**config.mk**
```make
export PLATFORM = sky130hd
export DESIGN_NAME = demux_memoria1x2_fifo
export DESIGN_NICKNAME = d
export VERILOG_FILES = /design/src/rtl/demux_pkg.sv /design/src/rtl/demux_lane_fifo.sv /design/src/rtl/demux_memoria1x2_fifo.sv
export SDC_FILE = /design/constraint.sdc
export NUM_CORES = 1
export LEC_CHECK = 0
export CORE_MARGIN = 2
export CORE_UTILIZATION = 45
export DETAILED_ROUTE_END_ITERATION = 16
export DONT_BUFFER_PORTS = 1
export PLACE_DENSITY = 0.69
export SYNTH_ARGS = -nofsm -noshare
export SYNTH_HDL_FRONTEND = slang
export SYNTH_SLANG_ARGS = --single-unit
```
**constraint.sdc**
```tcl
create_clock -name clk -period 2.5 [get_ports clk]
set_input_delay 0.25 -clock clk [delete_from_list [all_inputs] [get_ports clk]]
set_output_delay 0.25 -clock clk [all_outputs]
set_load 0.005 [all_outputs]
```
**src/rtl/demux_pkg.sv**
```systemverilog
//------------------------------------------------------------------------------
// demux_pkg : shared constants and helpers for the 1x2 demux FIFO.
// Rev 1.0
//------------------------------------------------------------------------------
`default_nettype none

package demux_pkg;

   localparam int DEFAULT_DATA_WIDTH = 2;
   localparam int DEFAULT_FIFO_DEPTH = 4;

   localparam logic LANE0 = 1'b0;
   localparam logic LANE1 = 1'b1;

   function automatic int ptr_width(input int depth);
      return $clog2(depth);
   endfunction

endpackage

`default_nettype wire

```
**src/rtl/demux_lane_fifo.sv**
```systemverilog
//------------------------------------------------------------------------------
// demux_lane_fifo : first-word-fall-through lane FIFO with masked head output.
// Rev 1.0
//------------------------------------------------------------------------------
`default_nettype none

module demux_lane_fifo
   import demux_pkg::*;
#(
   parameter int DATA_WIDTH = DEFAULT_DATA_WIDTH,
   parameter int FIFO_DEPTH = DEFAULT_FIFO_DEPTH
) (
   input  logic                  clk,
   input  logic                  reset_L,
   input  logic                  push_i,
   input  logic [DATA_WIDTH-1:0] push_data_i,
   input  logic                  pop_i,
   output logic                  valid_o,
   output logic [DATA_WIDTH-1:0] head_data_o,
   output logic                  full_o
);

   localparam int PW = ptr_width(FIFO_DEPTH);
   localparam int CW = PW + 1;

   logic [DATA_WIDTH-1:0] mem_q [FIFO_DEPTH];
   logic [PW-1:0]         wr_ptr_q, wr_ptr_d;
   logic [PW-1:0]         rd_ptr_q, rd_ptr_d;
   logic [CW-1:0]         count_q, count_d;
   logic                  push_ok;
   logic                  pop_ok;

   assign valid_o     = (count_q != '0);
   assign full_o      = (count_q == CW'(FIFO_DEPTH));
   // Head is forced to zero while empty so stale memory never leaks out.
   assign head_data_o = valid_o ? mem_q[rd_ptr_q] : '0;

   always_comb begin
      push_ok  = push_i && !full_o;
      pop_ok   = pop_i && valid_o;
      wr_ptr_d = wr_ptr_q;
      rd_ptr_d = rd_ptr_q;
      count_d  = count_q;
      if (push_ok) wr_ptr_d = wr_ptr_q + PW'(1);
      if (pop_ok)  rd_ptr_d = rd_ptr_q + PW'(1);
      unique case ({push_ok, pop_ok})
         2'b10:   count_d = count_q + CW'(1);
         2'b01:   count_d = count_q - CW'(1);
         default: count_d = count_q;
      endcase
   end

   always_ff @(posedge clk or negedge reset_L) begin
      if (!reset_L) begin
         wr_ptr_q <= '0;
         rd_ptr_q <= '0;
         count_q  <= '0;
      end else begin
         wr_ptr_q <= wr_ptr_d;
         rd_ptr_q <= rd_ptr_d;
         count_q  <= count_d;
      end
   end

   always_ff @(posedge clk) begin
      if (push_ok) mem_q[wr_ptr_q] <= push_data_i;
   end

endmodule

`default_nettype wire

```
**src/rtl/demux_memoria1x2_fifo.sv**
```systemverilog
//------------------------------------------------------------------------------
// demux_memoria1x2_fifo : steers a valid-tagged stream into two buffered lanes.
// Optional DEMUX_AUTO_SEL_EN replaces selector with a strict 0/1 alternation.
// Rev 1.0
//------------------------------------------------------------------------------
`default_nettype none

module demux_memoria1x2_fifo
   import demux_pkg::*;
#(
   parameter int DATA_WIDTH = DEFAULT_DATA_WIDTH,
   parameter int FIFO_DEPTH = DEFAULT_FIFO_DEPTH
) (
   input  logic                  clk,
   input  logic                  reset_L,
   input  logic                  valid_input,
   input  logic                  selector,
   input  logic [DATA_WIDTH-1:0] data_in,
   output logic                  ready_output,
   output logic                  valid_out0,
   output logic                  valid_out1,
   output logic [DATA_WIDTH-1:0] data_out0,
   output logic [DATA_WIDTH-1:0] data_out1,
   input  logic                  ready_in0,
   input  logic                  ready_in1,
   output logic                  full0,
   output logic                  full1
);

   logic lane_sel;
   logic push_acc;
   logic push0;
   logic push1;

`ifdef DEMUX_AUTO_SEL_EN
   logic toggle_q, toggle_d;
   logic unused_selector;

   assign unused_selector = selector;
   assign lane_sel        = toggle_q;
   // A stalled word keeps its lane; only accepted pushes advance the toggle.
   assign toggle_d        = push_acc ? ~toggle_q : toggle_q;

   always_ff @(posedge clk or negedge reset_L) begin
      if (!reset_L) toggle_q <= 1'b0;
      else          toggle_q <= toggle_d;
   end
`else
   assign lane_sel = selector;
`endif

   assign ready_output = (lane_sel == LANE1) ? !full1 : !full0;
   assign push_acc     = valid_input && ready_output;
   assign push0        = push_acc && (lane_sel == LANE0);
   assign push1        = push_acc && (lane_sel == LANE1);

   demux_lane_fifo #(
      .DATA_WIDTH (DATA_WIDTH),
      .FIFO_DEPTH (FIFO_DEPTH)
   ) u_lane0 (
      .clk         (clk),
      .reset_L     (reset_L),
      .push_i      (push0),
      .push_data_i (data_in),
      .pop_i       (ready_in0),
      .valid_o     (valid_out0),
      .head_data_o (data_out0),
      .full_o      (full0)
   );

   demux_lane_fifo #(
      .DATA_WIDTH (DATA_WIDTH),
      .FIFO_DEPTH (FIFO_DEPTH)
   ) u_lane1 (
      .clk         (clk),
      .reset_L     (reset_L),
      .push_i      (push1),
      .push_data_i (data_in),
      .pop_i       (ready_in1),
      .valid_o     (valid_out1),
      .head_data_o (data_out1),
      .full_o      (full1)
   );

endmodule

`default_nettype wire

```
* After elaboration in Yosys (flattened, before gate mapping)
Memories as Yosys holds them, arrays and structs flattened. Index checks and enable logic that the tools add are counted.
Storage, ports and cells: register bits after elaboration 14, latch bits 0, RAM bits 16, memory bits (read-only) 0, bits of input ports 8, output and inout bits 9, word-level logic and storage cells 45, memories kept 2
Cells by class: add/subtract/negate cells 8, multiply operators 0, divide/modulo/power cells 0, magnitude comparators 0, equal/unequal tests 6, shift-type cells 0, multiplexer cells 9, bitwise gates (word level) 1, reductions and logical operators 13
Memories:
- u_lane0.mem_q | words 4, width 2, rd ports 1, clocked after memory_dff 0, wr ports 1, line demux_lane_fifo.sv:26 | logic [DATA_WIDTH-1:0] mem_q [FIFO_DEPTH];
- u_lane1.mem_q | words 4, width 2, rd ports 1, clocked after memory_dff 0, wr ports 1, line demux_lane_fifo.sv:26
Operators by type and width (number):
- one-hot mux 3 bit (2 select lines) | 2
- adder 2 x 1 -> 2 bit, second input constant | 4
- logical AND 1 bit | 7
- adder 3 x 1 -> 3 bit, second input constant | 2
- equality test 3 bit, second input constant | 2
- nonzero test 3 bit | 2
- subtractor 3 x 1 -> 3 bit, second input constant | 2
- two-way mux 1 bit | 5
- equality test 2 x 1 -> 1 bit, second input constant | 2
- equality test 2 bit, second input constant | 2
- two-way mux 2 bit | 2
- nonzero test 2 bit | 2
- logical NOT 1 bit | 2
- NOT 1 bit | 1

* Longest topological paths before layout
Gate-level depths: netlist of the first run.
depth in word-level cells 8, mapped depth 9

* Cells and area by module
A second synthesis of the first run with hierarchy kept.
Second synthesis, totals: cell total of the unflattened synthesis 101, area total of the unflattened synthesis 1487.7 µm²
Modules (own cells, without submodules):
- demux_lane_fifo | instances 2, cells an instance 49, area an instance 730.7 µm², sequential area each 415.4 µm²
- demux_memoria1x2_fifo | instances 1, cells an instance 3, area an instance 26.3 µm², sequential area each 0.0 µm²

* Worst setup path before layout of the first run
Ideal clock, no wire load.
path type register to register, from register u_lane0.count_q[0], to register u_lane0.count_q[2], setup time 0.125 ns, arrival time 1.739 ns, required time 2.375 ns, setup slack 0.635 ns, cell stages (with the launch flop) 9, path buffers 0, period minus slack after synthesis 1.865 ns, path through dfrtp_1 -> or3_4 -> and2_4 -> ha_1 -> inv_1 -> fa_1 -> xor2_1 -> nor2_1 -> xor2_1
Between the ends: elaborated cells on any way between the ends 14, those cells by class 2 x add/sub; 3 x eq/ne; 2 x mux; 7 x reduce/logical
RTL lines:
- from (decl) | line demux_lane_fifo.sv:29 | logic [CW-1:0] count_q, count_d;
- from (signal assigned) | line demux_lane_fifo.sv:61 | count_q <= count_d;
- nonzero test 3 bit * | line demux_lane_fifo.sv:33 | assign valid_o = (count_q != '0);
- named net valid_out0 | line demux_memoria1x2_fifo.sv:20 | output logic valid_out0,
- logical AND 1 bit * | line demux_lane_fifo.sv:40 | pop_ok = pop_i && valid_o;
- named net u_lane0.pop_ok | line demux_lane_fifo.sv:31 | logic pop_ok;
- equality test 2 x 1 -> 1 bit or equality test 2 bit (tied branches) | line demux_lane_fifo.sv:46 | unique case ({push_ok, pop_ok})
- one-hot mux 3 bit (2 select lines) or nonzero test 2 bit (tied branches)
The timed path passes the listed nets; every way through them passes the cells marked *. A chain may end at the register's enable or synchronous reset.

* Final worst setup path of the first run
from register u_lane0.count_q[0], to register u_lane0.count_q[2]
Between the ends: word-level cells in the longest chain between the ends 8, elaborated cells on any way between the ends 14, those cells by class 2 x add/sub; 3 x eq/ne; 2 x mux; 7 x reduce/logical
Ends and longest elaborated chain:
- equality test 3 bit * | line demux_lane_fifo.sv:34 | assign full_o = (count_q == CW'(FIFO_DEPTH));
- named net full0 | line demux_memoria1x2_fifo.sv:26 | output logic full0,
- logical NOT 1 bit * | line demux_lane_fifo.sv:39, demux_memoria1x2_fifo.sv:52
- two-way mux 1 bit | line demux_memoria1x2_fifo.sv:52 | assign ready_output = (lane_sel == LANE1) ? !full1 : !full0;
- logical AND 1 bit | line demux_memoria1x2_fifo.sv:53 | assign push_acc = valid_input && ready_output;
- logical AND 1 bit | line demux_memoria1x2_fifo.sv:54 | assign push0 = push_acc && (lane_sel == LANE0);
- logical AND 1 bit * | line demux_lane_fifo.sv:39 | push_ok = push_i && !full_o;
- equality test 2 x 1 -> 1 bit or equality test 2 bit (tied branches) | line demux_lane_fifo.sv:46
- one-hot mux 3 bit (2 select lines) or nonzero test 2 bit (tied branches)
Marks and branches as above.

==> qor.csv, run 1 <==
metric,value,unit
total number of vias,760,
max cap viols,0,
CP max FO,7,
Post-Synthesis Cells,100,
main flop type after synthesis,edfxtp_1,
row cnt,21,
r2r endpoint,u_lane0.count_q[2]$_DFFE_PN0P_,
via density per instance,4.75,
synthesized area,0.00151,mm2
fmax,489,MHz
outcome,completed,
CP Launch Type,flip-flop,
post-synthesis async set-or-reset flop share,46.7,%
Final TNS setup,0,ns
period utilization,81.8,%
DRT Pass-1 Iters,4,
RSZ-0062 raised after global routing,false,
Final ANT Viol Nets,0,
P_sw,0.612,mW
Max VDD drop,0.000292,V
hold_sp,ready_in0,
fin crit period,2.04,ns
largest net degree at the start of global routing,15,
"Reg clk slew, reported paths",0.10,ns
Post-synth EDFFs,16,
clock root buffer,clkbuf_4,
leakage,0.690,nW
sequential power share,47.2,%
Hold Buf Count CTS,4,
Die X-Extent,61.9,um
HP Class,in -> reg,
pre-CTS WS,0.468,ns
slowest cell on the critical path,dfrtp_1,
switching portion of total power,35.0,%
IO Pins,17,
fin util,51.1,%
post-cts resize count,0,
number of warnings issued by yosys,0,
clk_skew,0.0112,ns
routed len/inst,14.1,um
worst-skew pair later-pin latency,0.33,ns
Power Density,1040,mW/mm2
worst flop-to-flop path startpoint,u_lane0.count_q[0]$_DFFE_PN0P_,
Routed WL,2250,um
post-synth top area cell,edfxtp_1,
Synth Area in XOR/XNOR,6.98,%
vias in the first global route,748,
Syn Nets,120,
worst hold path depth,2,
Logic pwr share,37.4,%
Crit Path Category,reg -> reg,
GRT Residual Overflow,0,
crit path capture type,flip-flop,
cts bufs inserted,5,
largest family of logic cells by synthesized area,simple AND/OR/NAND/NOR gates,
Least-Margin Pin Slew,0.677,ns
top cell types by occurrence after synthesis,"edfxtp_1 (16), dfrtp_1 (14), inv_1 (12), and2_1 (10), ha_1 (10)",
Post-Synth Simple-Gate Area,13.7,%
Routability Congestion,0.706,
mean area per synthesized cell,15.1,um2
"slowest stage delay, CP",0.45,ns
Die Ht,61.9,um
Compound-Gate Fraction of Synth Area,0,%
Core ar.,0.00328,mm2
"flops & latches, synth",30,
DP HPWL,1690,um
DRC,0,
CTS tree,done,
"setup slack, reg-to-reg",0.46,ns
CP Data Required Time,2.76,ns
Area Overhead vs Synth,11.4,%
Starting Density,45.9,%
1st-iter DRT viols,15,
Post-CTS Repair Setup Buffers,0,
initial antenna violation count,0,
"Endpoint, Worst Hold",u_lane0.rd_ptr_q[1]$_DFFE_PN0P_,
final slew viol count,0,
CP Cell Sequence,"nor3b_4, nor3b_4, inv_1, ha_1, inv_1, fa_1, xor2_1, nor2_1, xor2_1",
count of cell types in the netlist,21,
worst setup margin,0.455,ns
first-pass GRT wire length,3360,um
Antenna Cells,0,
Slew HR,54.7,%
adder-cell area share of the yosys netlist,11.0,%
share of cells above drive strength 1,18.4,%
final hold vios,0,
sequential fraction of the synthesis area,55.1,%
nets,133,
Fill cells,274,
H-tree depth,2,
maximum buffer depth of the clock tree,2,
largest cells by area after synthesis,"edfxtp_1 (32%), dfrtp_1 (23%), ha_1 (8.3%)",
CP arrival,2.30,ns
"delay-heaviest family, CP",adder cells,
Pwr Total,1.75,mW
IO buf count,0,
Synth top area share,31.9,%
most frequent cell after synthesis,edfxtp_1,
R2R depth,9,
mux cell area share after synthesis,10.2,%
Num Clock Sinks,30,
Clock Power Share,15.4,%
Final Setup Violations,0,
P_int,1.14,mW
GRT Overall Usage,13.2,%
WP buf/inv,2,
Die Area,0.00383,mm2
-- cells in the final DEF (no fill, tap or decap) --
master and n:
ha_1 10, mux2i_1 3, dfrtp_1 14, mux2_4 1, xor2_1 6, fa_1 2
nor2_4 1, mux4_2 2, edfxtp_1 16, and2_2 2, clkinv_2 1, inv_1 12
or3_4 2, clkbuf_4 5, and2_1 10, xnor2_1 6, dlygate4sd3_1 6, mux2_2 1
mux4_1 2, nor2_1 2, and2_4 2, clkinvlp_4 1, clkinv_1 1, nand3_1 2
nor3b_4 3, nand2_1 1
-- per-stage QoR --
stage	hold slack, ns	cell area, um2	std cells
floorplan	-0.0456	1510	100
global placement	-0.0453	1560	146
detailed placement	-0.0453	1560	146
CTS	0.0000385	1660	158
global route	0.0971	1680	160
finish	0.0950	1680	160
-- state kept, by name, summed over array words and instances, names as in the netlist --
name,cells
u_lane0.count_q,3
u_lane0.mem_q,8
u_lane0.rd_ptr_q,2
u_lane0.wr_ptr_q,2
u_lane1.count_q,3
u_lane1.mem_q,8
u_lane1.rd_ptr_q,2
u_lane1.wr_ptr_q,2
-- worst max path at each step --
stage,from,endpoint,slack [ns],cells after the start
global placement,u_lane1.count_q[0]$_DFFE_PN0P_,u_lane1.count_q[2]$_DFFE_PN0P_,0.50,9
global route,u_lane0.count_q[0]$_DFFE_PN0P_,u_lane0.count_q[2]$_DFFE_PN0P_,0.25,9
CTS,u_lane0.count_q[0]$_DFFE_PN0P_,u_lane0.count_q[2]$_DFFE_PN0P_,0.44,9
detailed placement,u_lane1.count_q[0]$_DFFE_PN0P_,u_lane1.count_q[2]$_DFFE_PN0P_,0.47,9
finish,u_lane0.count_q[0]$_DFFE_PN0P_,u_lane0.count_q[2]$_DFFE_PN0P_,0.46,9
floorplan,u_lane0.count_q[0]$_DFFE_PN0P_,u_lane0.count_q[2]$_DFFE_PN0P_,0.64,8
-- power by group through the flow --
stage / clock [mW] / sequential (mW) / combinational [mW]
2_1_floorplan: 0 / 0.805 / 0.546
3_3_place_gp: 0 / 0.830 / 0.623
3_5_place_dp: 0 / 0.842 / 0.648
4_1_cts: 0.279 / 0.829 / 0.665
5_1_grt: 0.304 / 0.848 / 0.751
6_report: 0.269 / 0.826 / 0.654
-- cell families (layout without fill, tap and decap cells) --
| logic type | Yosys count | count (layout) |
|---|---|---|
| xor+xnor | 12 | 12 |
| fa+ha+maj | 12 | 12 |
| buf+inv | 12 | 26 |
| flops | 30 | 30 |
| mux | 9 | 9 |
| simple gates | 25 | 25 |
-- area by class of cell --
| class | count | area (um2) | share of cell area [%] |
|---|---|---|---|
| clock buffers | 5 | 37.5 | 2.24 |
| clock inverters | 3 | 16.3 | 0.969 |
| inverters | 12 | 45.0 | 2.68 |
| multi-input cells | 58 | 631 | 37.6 |
| flip-flops and latches | 30 | 831 | 49.5 |
| well taps | 46 | 57.6 | 3.43 |
| repair buffers | 6 | 60.1 | 3.58 |
-- layer usage --
| metal | track usage [%] | routed length [um] | vias up |
|---|---|---|---|
| li1 | - | - | 370 |
| met1 | 14.0 | 944 | 370 |
| met2 | 22.7 | 1170 | 15 |
| met3 | 6.21 | 100 | 5 |
| met4 | 5.47 | 35 | 0 |
| met5 | 0 | 0 | - |
(Power assumes the default switching activity.)
==> run 2, diff against run 1 <==
Clock period 2.5 ns to 2.07 ns, I/O delays scaled along.
==> qor.csv, run 2 (same netlist as run 1, synthesis figures left out) <==
metric,value,unit,change
max cap viols,0,,unchanged
Max VDD drop,0.000572,V,+96%
clk_skew,0.0116,ns,+0.000423 ns
outcome,completed,,
share of cells above drive strength 1,24.3,%,+5.9 points
first-pass GRT wire length,3440,um,+2.3%
Core ar.,0.00328,mm2,unchanged
"commonest non-fill, non-tap cells in the layout","edfxtp_1 (16), dfrtp_1 (13), inv_1 (12)",,
DRT Pass-1 Iters,4,,unchanged
Die Area,0.00383,mm2,unchanged
routed len/inst,13.4,um,-4.9%
worst setup path start,u_lane0.count_q[1]$_DFFE_PN0P_,,
fmax,512,MHz,+4.8%
"most common cell after layout, fill and taps aside",edfxtp_1,,
1st-iter DRT viols,18,,+3
fin crit period,1.95,ns,-0.0930 ns
final hold vios,0,,unchanged
CTS tree,done,,
Fill cells,286,,+4.4%
period utilization,94.3,%,+12 points
Die Ht,61.9,um,unchanged
CP arrival,2.17,ns,-0.13 ns
Routed WL,2150,um,-4.4%
worst hold path depth,2,,unchanged
non-filler instance count after layout,161,,+0.63%
Num Clock Sinks,30,,unchanged
final slew viol count,0,,unchanged
R2R depth,8,,-1
vias in the first global route,758,,+1.3%
via density per instance,4.70,,-1.0%
biggest regs,"u_lane0.mem_q x8, u_lane1.mem_q x8",,
Antenna Cells,0,,unchanged
GRT Residual Overflow,0,,unchanged
r2r endpoint,u_lane0.count_q[2]$_DFFE_PN0P_,,
Routability Congestion,0.671,,-4.9%
Final Setup Violations,0,,unchanged
CP Launch Type,flip-flop,,
"Reg clk slew, reported paths",0.10,ns,about the same
Crit Path Category,reg -> reg,,
"setup slack, reg-to-reg",0.12,ns,-0.34 ns
nets,134,,+0.75%
worst-skew pair later-pin latency,0.32,ns,about the same
Power Density,1300,mW/mm2,+25%
IO buf count,0,,unchanged
DRC,0,,unchanged
CP max FO,5,,-2
cts bufs inserted,5,,unchanged
leakage,0.706,nW,+2.4%
Die X-Extent,61.9,um,unchanged
Final ANT Viol Nets,0,,unchanged
Final TNS setup,0,ns,unchanged
Starting Density,45.9,%,unchanged
HP Class,in -> reg,,
crit path to,u_lane0.count_q[2]$_DFFE_PN0P_,,
Area Overhead vs Synth,12.8,%,
H-tree depth,2,,unchanged
CP Data Required Time,2.29,ns,-0.47 ns
total number of vias,757,,-0.39%
Placed Cells incl. Taps,148,,+1.4%
maximum buffer depth of the clock tree,2,,unchanged
fin util,51.7,%,+0.65 points
Slew HR,50.8,%,-3.9 points
worst flop-to-flop path startpoint,u_lane0.count_q[1]$_DFFE_PN0P_,,
DP HPWL,1600,um,-4.9%
row cnt,21,,unchanged
initial antenna violation count,0,,unchanged
clock root buffer,clkbuf_4,,
Least-Margin Pin Slew,0.736,ns,+0.0589 ns
IO Pins,17,,unchanged
largest net degree at the start of global routing,15,,unchanged
GRT Overall Usage,13.1,%,-0.087 points
crit path capture type,flip-flop,,
-- run 2: final cells by class --
type | count | area [um2] | share of cell area (%)
clock buffers | 7 | 65.1 | 3.83
inverters | 12 | 45.0 | 2.65
clock inverters | 1 | 3.75 | 0.221
well taps | 46 | 57.6 | 3.39
flip-flops and latches | 30 | 832 | 49.0
multi-input cells | 58 | 636 | 37.4
repair buffers | 7 | 60.1 | 3.53
-- run 2: timing repair --
action / CTS / global route
endpoints found under the setup margin: 0 / 2
gates resized for setup: 0 / 3
hold buffers: 3 / 0
buffers inserted: 0 / 2
hold endpoints to repair: 30 / 0
-- run 2: metrics by stage --
step                      total power [mW]  setup slack, ns  instance area [um2]  hold WS, ns
final                                 2.21            0.118                 1700       0.0675
after CTS                             2.21           0.0649                 1680       0.0578
after floorplan                       1.63            0.205                 1510      -0.0886
after global routing                  2.40        -0.000405                 1700       0.0490
after detailed placement              1.81           0.0872                 1580      -0.0882
after global placement                1.77            0.163                 1580      -0.0883
-- run 2: critical path, stage by stage, from the launching register on --
cell     delay (ns)
dfrtp_1        0.43
or3_4          0.43
and2_4         0.16
ha_2           0.18
inv_1          0.07
fa_2           0.19
xor2_1         0.15
nor2_1         0.08
xor2_1         0.16
-- run 2: power by group --
part	leakage, nW	switching, mW	internal [mW]
registers	0.307	0.179	0.818
clock network	0.0390	0.192	0.195
logic	0.360	0.366	0.462
-- run 2: how the worst min path moves through the flow --
stage	slack, ns	from	to
after global routing	0.05	ready_in0	u_lane0.rd_ptr_q[1]$_DFFE_PN0P_
after floorplan	-0.09	reset_L	u_lane0.count_q[0]$_DFFE_PN0P_
after global placement	-0.09	reset_L	u_lane0.rd_ptr_q[0]$_DFFE_PN0P_
after detailed placement	-0.09	reset_L	u_lane0.rd_ptr_q[0]$_DFFE_PN0P_
after CTS	0.06	ready_in1	u_lane1.rd_ptr_q[1]$_DFFE_PN0P_
final	0.07	ready_in0	u_lane0.rd_ptr_q[1]$_DFFE_PN0P_
-- run 2: per-layer routing --
metal,vias to the layer above,track usage (%),share of wire (%)
met1,369,16.4,45
li1,368,-,-
met2,15,20.2,48
met5,-,0,0
met4,0,6.38,1.9
met3,5,4.97,4.7
==> run 3, diff against run 2 <==
Settings changed: ABC_AREA from default to 1, REMOVE_ABC_BUFFERS from default to 1.
==> qor.csv, run 3 <==
metric,value,unit,change
GR Util met1,16.5,%,+0.059 points
Synth top area share,28.9,%,-3.0 points
post-synthesis async set-or-reset flop share,46.7,%,unchanged
clock root buffer,clkbuf_8,,
fin crit period,1.76,ns,-0.189 ns
Final TNS setup,0,ns,unchanged
Die X-Extent,64.8,um,+4.7%
largest net degree at the start of global routing,15,,unchanged
largest cells by area after synthesis,"edfxtp_1 (29%), dfrtp_1 (21%), inv_1 (9.5%)",,
share of cells above drive strength 1,13.7,%,-11 points
Die Ht,64.8,um,+4.7%
final hold vios,0,,unchanged
"commonest non-fill, non-tap cells in the layout","inv_1 (42), nand2_1 (41), edfxtp_1 (16)",,
synthesized area,0.00166,mm2,+10%
via density per instance,4.61,,-2.0%
Final Setup Violations,0,,unchanged
Die Area,0.00420,mm2,+9.7%
placed cell area,0.00171,mm2,+8.2%
top cell types by occurrence after synthesis,"inv_1 (42), nand2_1 (41), edfxtp_1 (16), dfrtp_1 (14), nand3_1 (12)",,
Post-synth EDFFs,16,,unchanged
Routed WL,2460,um,+14%
"Reg clk slew, reported paths",0.06,ns,-0.04 ns
maximum buffer depth of the clock tree,2,,unchanged
worst setup margin,0.307,ns,+0.189 ns
period utilization,85.2,%,-9.1 points
DRC,0,,unchanged
post-synth top area cell,edfxtp_1,,
DRT Pass-1 Iters,4,,unchanged
Clock Power Share,22.9,%,+5.4 points
fmax,567,MHz,+11%
fin util,50.7,%,-1.1 points
GR Layer Usage met2,23.1,%,+2.9 points
"most common cell after layout, fill and taps aside",inv_1,,
H-tree depth,2,,unchanged
GR peak layer,met2,,
total number of vias,1097,,+45%
most frequent cell after synthesis,inv_1,,
crit path capture type,flip-flop,,
DP HPWL,1860,um,+16%
Crit Path Category,reg -> reg,,
Antenna Cells,0,,unchanged
IO buf count,0,,unchanged
"flops & latches, synth",30,,unchanged
cell area after layout,0.00183,mm2,+7.5%
worst-skew pair later-pin latency,0.28,ns,-0.04 ns
routing usage on met3,5.73,%,+0.76 points
Final ANT Viol Nets,0,,unchanged
mean area per synthesized cell,9.09,um2,-40%
Area Overhead vs Synth,9.86,%,
max cap viols,0,,unchanged
CP Data Required Time,2.24,ns,-0.05 ns
main flop type after synthesis,edfxtp_1,,
Pwr Total,2.48,mW,+12%
IO Pins,17,,unchanged
1st-iter DRT viols,66,,+48
Routability Congestion,0.723,,+7.8%
row cnt,22,,+4.8%
Core ar.,0.00361,mm2,+9.8%
pre-CTS WS,0.296,ns,+0.209 ns
Starting Density,46.1,%,+0.25 points
final slew viol count,0,,unchanged
Post-Synthesis Cells,183,,+83%
Power Density,1360,mW/mm2,+4.2%
Post-CTS Repair Setup Buffers,0,,unchanged
P_int,1.52,mW,+2.9%
Least-Margin Pin Slew,0.707,ns,-0.0288 ns
clk_skew,0.00333,ns,-0.00829 ns
Logic pwr share,37.6,%,+0.2 points
HP Class,in -> reg,,
switching portion of total power,38.7,%,+5.4 points
Num Clock Sinks,30,,unchanged
vias in the first global route,1067,,+41%
CP max FO,4,,-1
Max VDD drop,0.000422,V,-26%
sequential power share,39.5,%,-5.6 points
nets,209,,+56%
routed len/inst,10.3,um,-23%
Slew HR,52.7,%,+1.9 points
number of warnings issued by yosys,0,,unchanged
CP Launch Type,flip-flop,,
cts bufs inserted,5,,unchanged
count of cell types in the netlist,19,,-9.5%
leakage,0.917,nW,+30%
biggest regs,"u_lane0.mem_q x8, u_lane1.mem_q x8",,
first-pass GRT wire length,4490,um,+31%
CTS tree,done,,
P_sw,0.959,mW,+30%
GRT Overall Usage,14.2,%,+1.1 points
outcome,completed,,
sequential fraction of the synthesis area,50.0,%,-5.2 points
RSZ-0062 raised after global routing,false,,
Fill cells,345,,+21%
CP arrival,1.93,ns,-0.24 ns
initial antenna violation count,0,,unchanged
GRT Residual Overflow,0,,unchanged
==> run 3: final cells by class <==
cell class / instances / area, um2 / area share, %
clock buffer: 5 / 68.8 / 3.77
timing repair buffer: 1 / 10.0 / 0.548
inverter: 51 / 191 / 10.5
sequential: 30 / 831 / 45.5
clock inverter: 3 / 40.0 / 2.19
tap: 48 / 60.1 / 3.29
multi-input combinational: 100 / 626 / 34.2
==> run 3: metal layers <==
layer,routed length (um),part of all wire (%)
met1,1120,46
met2,1140,47
met3,170,6.9
met4,21,0.86
met5,0,0
==> run 3: cells by family after synthesis <==
family                     Yosys count  share of synthesized area, %
and+or+nand+nor                     75                          22.6
AOI/OAI and AO/OA                    9                          2.93
xor gates and xnor gates             4                          2.11
DFF                                 30                          50.0
buffers and inverters               53                          12.4
adders and majority gates           12                          9.93
==> run 3: final timing paths <==
path	cells after the start	slack (ns)	start	end
max	11	0.31	u_lane0.count_q[2]$_DFFE_PN0P_	u_lane0.count_q[2]$_DFFE_PN0P_
min	0	0.02	data_in[1]	u_lane1.mem_q[2][1]$_DFFE_PP_
max reg2reg	11	0.31	u_lane0.count_q[2]$_DFFE_PN0P_	u_lane0.count_q[2]$_DFFE_PN0P_
min reg2reg	1	0.49	u_lane1.count_q[0]$_DFFE_PN0P_	u_lane1.count_q[0]$_DFFE_PN0P_
max in group asynchronous	1	1.20	reset_L	u_lane0.wr_ptr_q[0]$_DFFE_PN0P_
min in group asynchronous	1	0.42	reset_L	u_lane0.count_q[1]$_DFFE_PN0P_
==> run 3: critical path, cell delays in order, from the launching register on <==
cell	delay, ns
dfrtp_1	0.41
inv_2	0.06
nand3_2	0.12
nand2_2	0.10
inv_1	0.07
ha_1	0.17
inv_1	0.07
fa_1	0.38
nand2_1	0.10
nand3_1	0.07
nand2_1	0.06
nand2_1	0.05
==> run 3: per-stage QoR <==
step / hold WS, ns / std cells
6_report: 0.0224 / 238
3_5_place_dp: -0.0883 / 229
3_3_place_gp: -0.0883 / 229
4_1_cts: 0.0155 / 238
5_1_grt: 0.00626 / 238
2_1_floorplan: -0.0886 / 181
==> run 3: power by group through the flow <==
stage	clock [mW]	sequential [mW]	combinational, mW
after global routing	0.609	1.01	1.11
after CTS	0.583	0.980	0.948
after global placement	0	0.985	0.907
after detailed placement	0	0.989	0.931
final	0.567	0.978	0.932
after floorplan	0	0.954	0.782
==> run 3: what timing repair did <==
action | 4_1_cts | 5_1_grt
resized for setup | 0 | 0
hold buffers | 1 | 0
hold endpoints to repair | 14 | 0
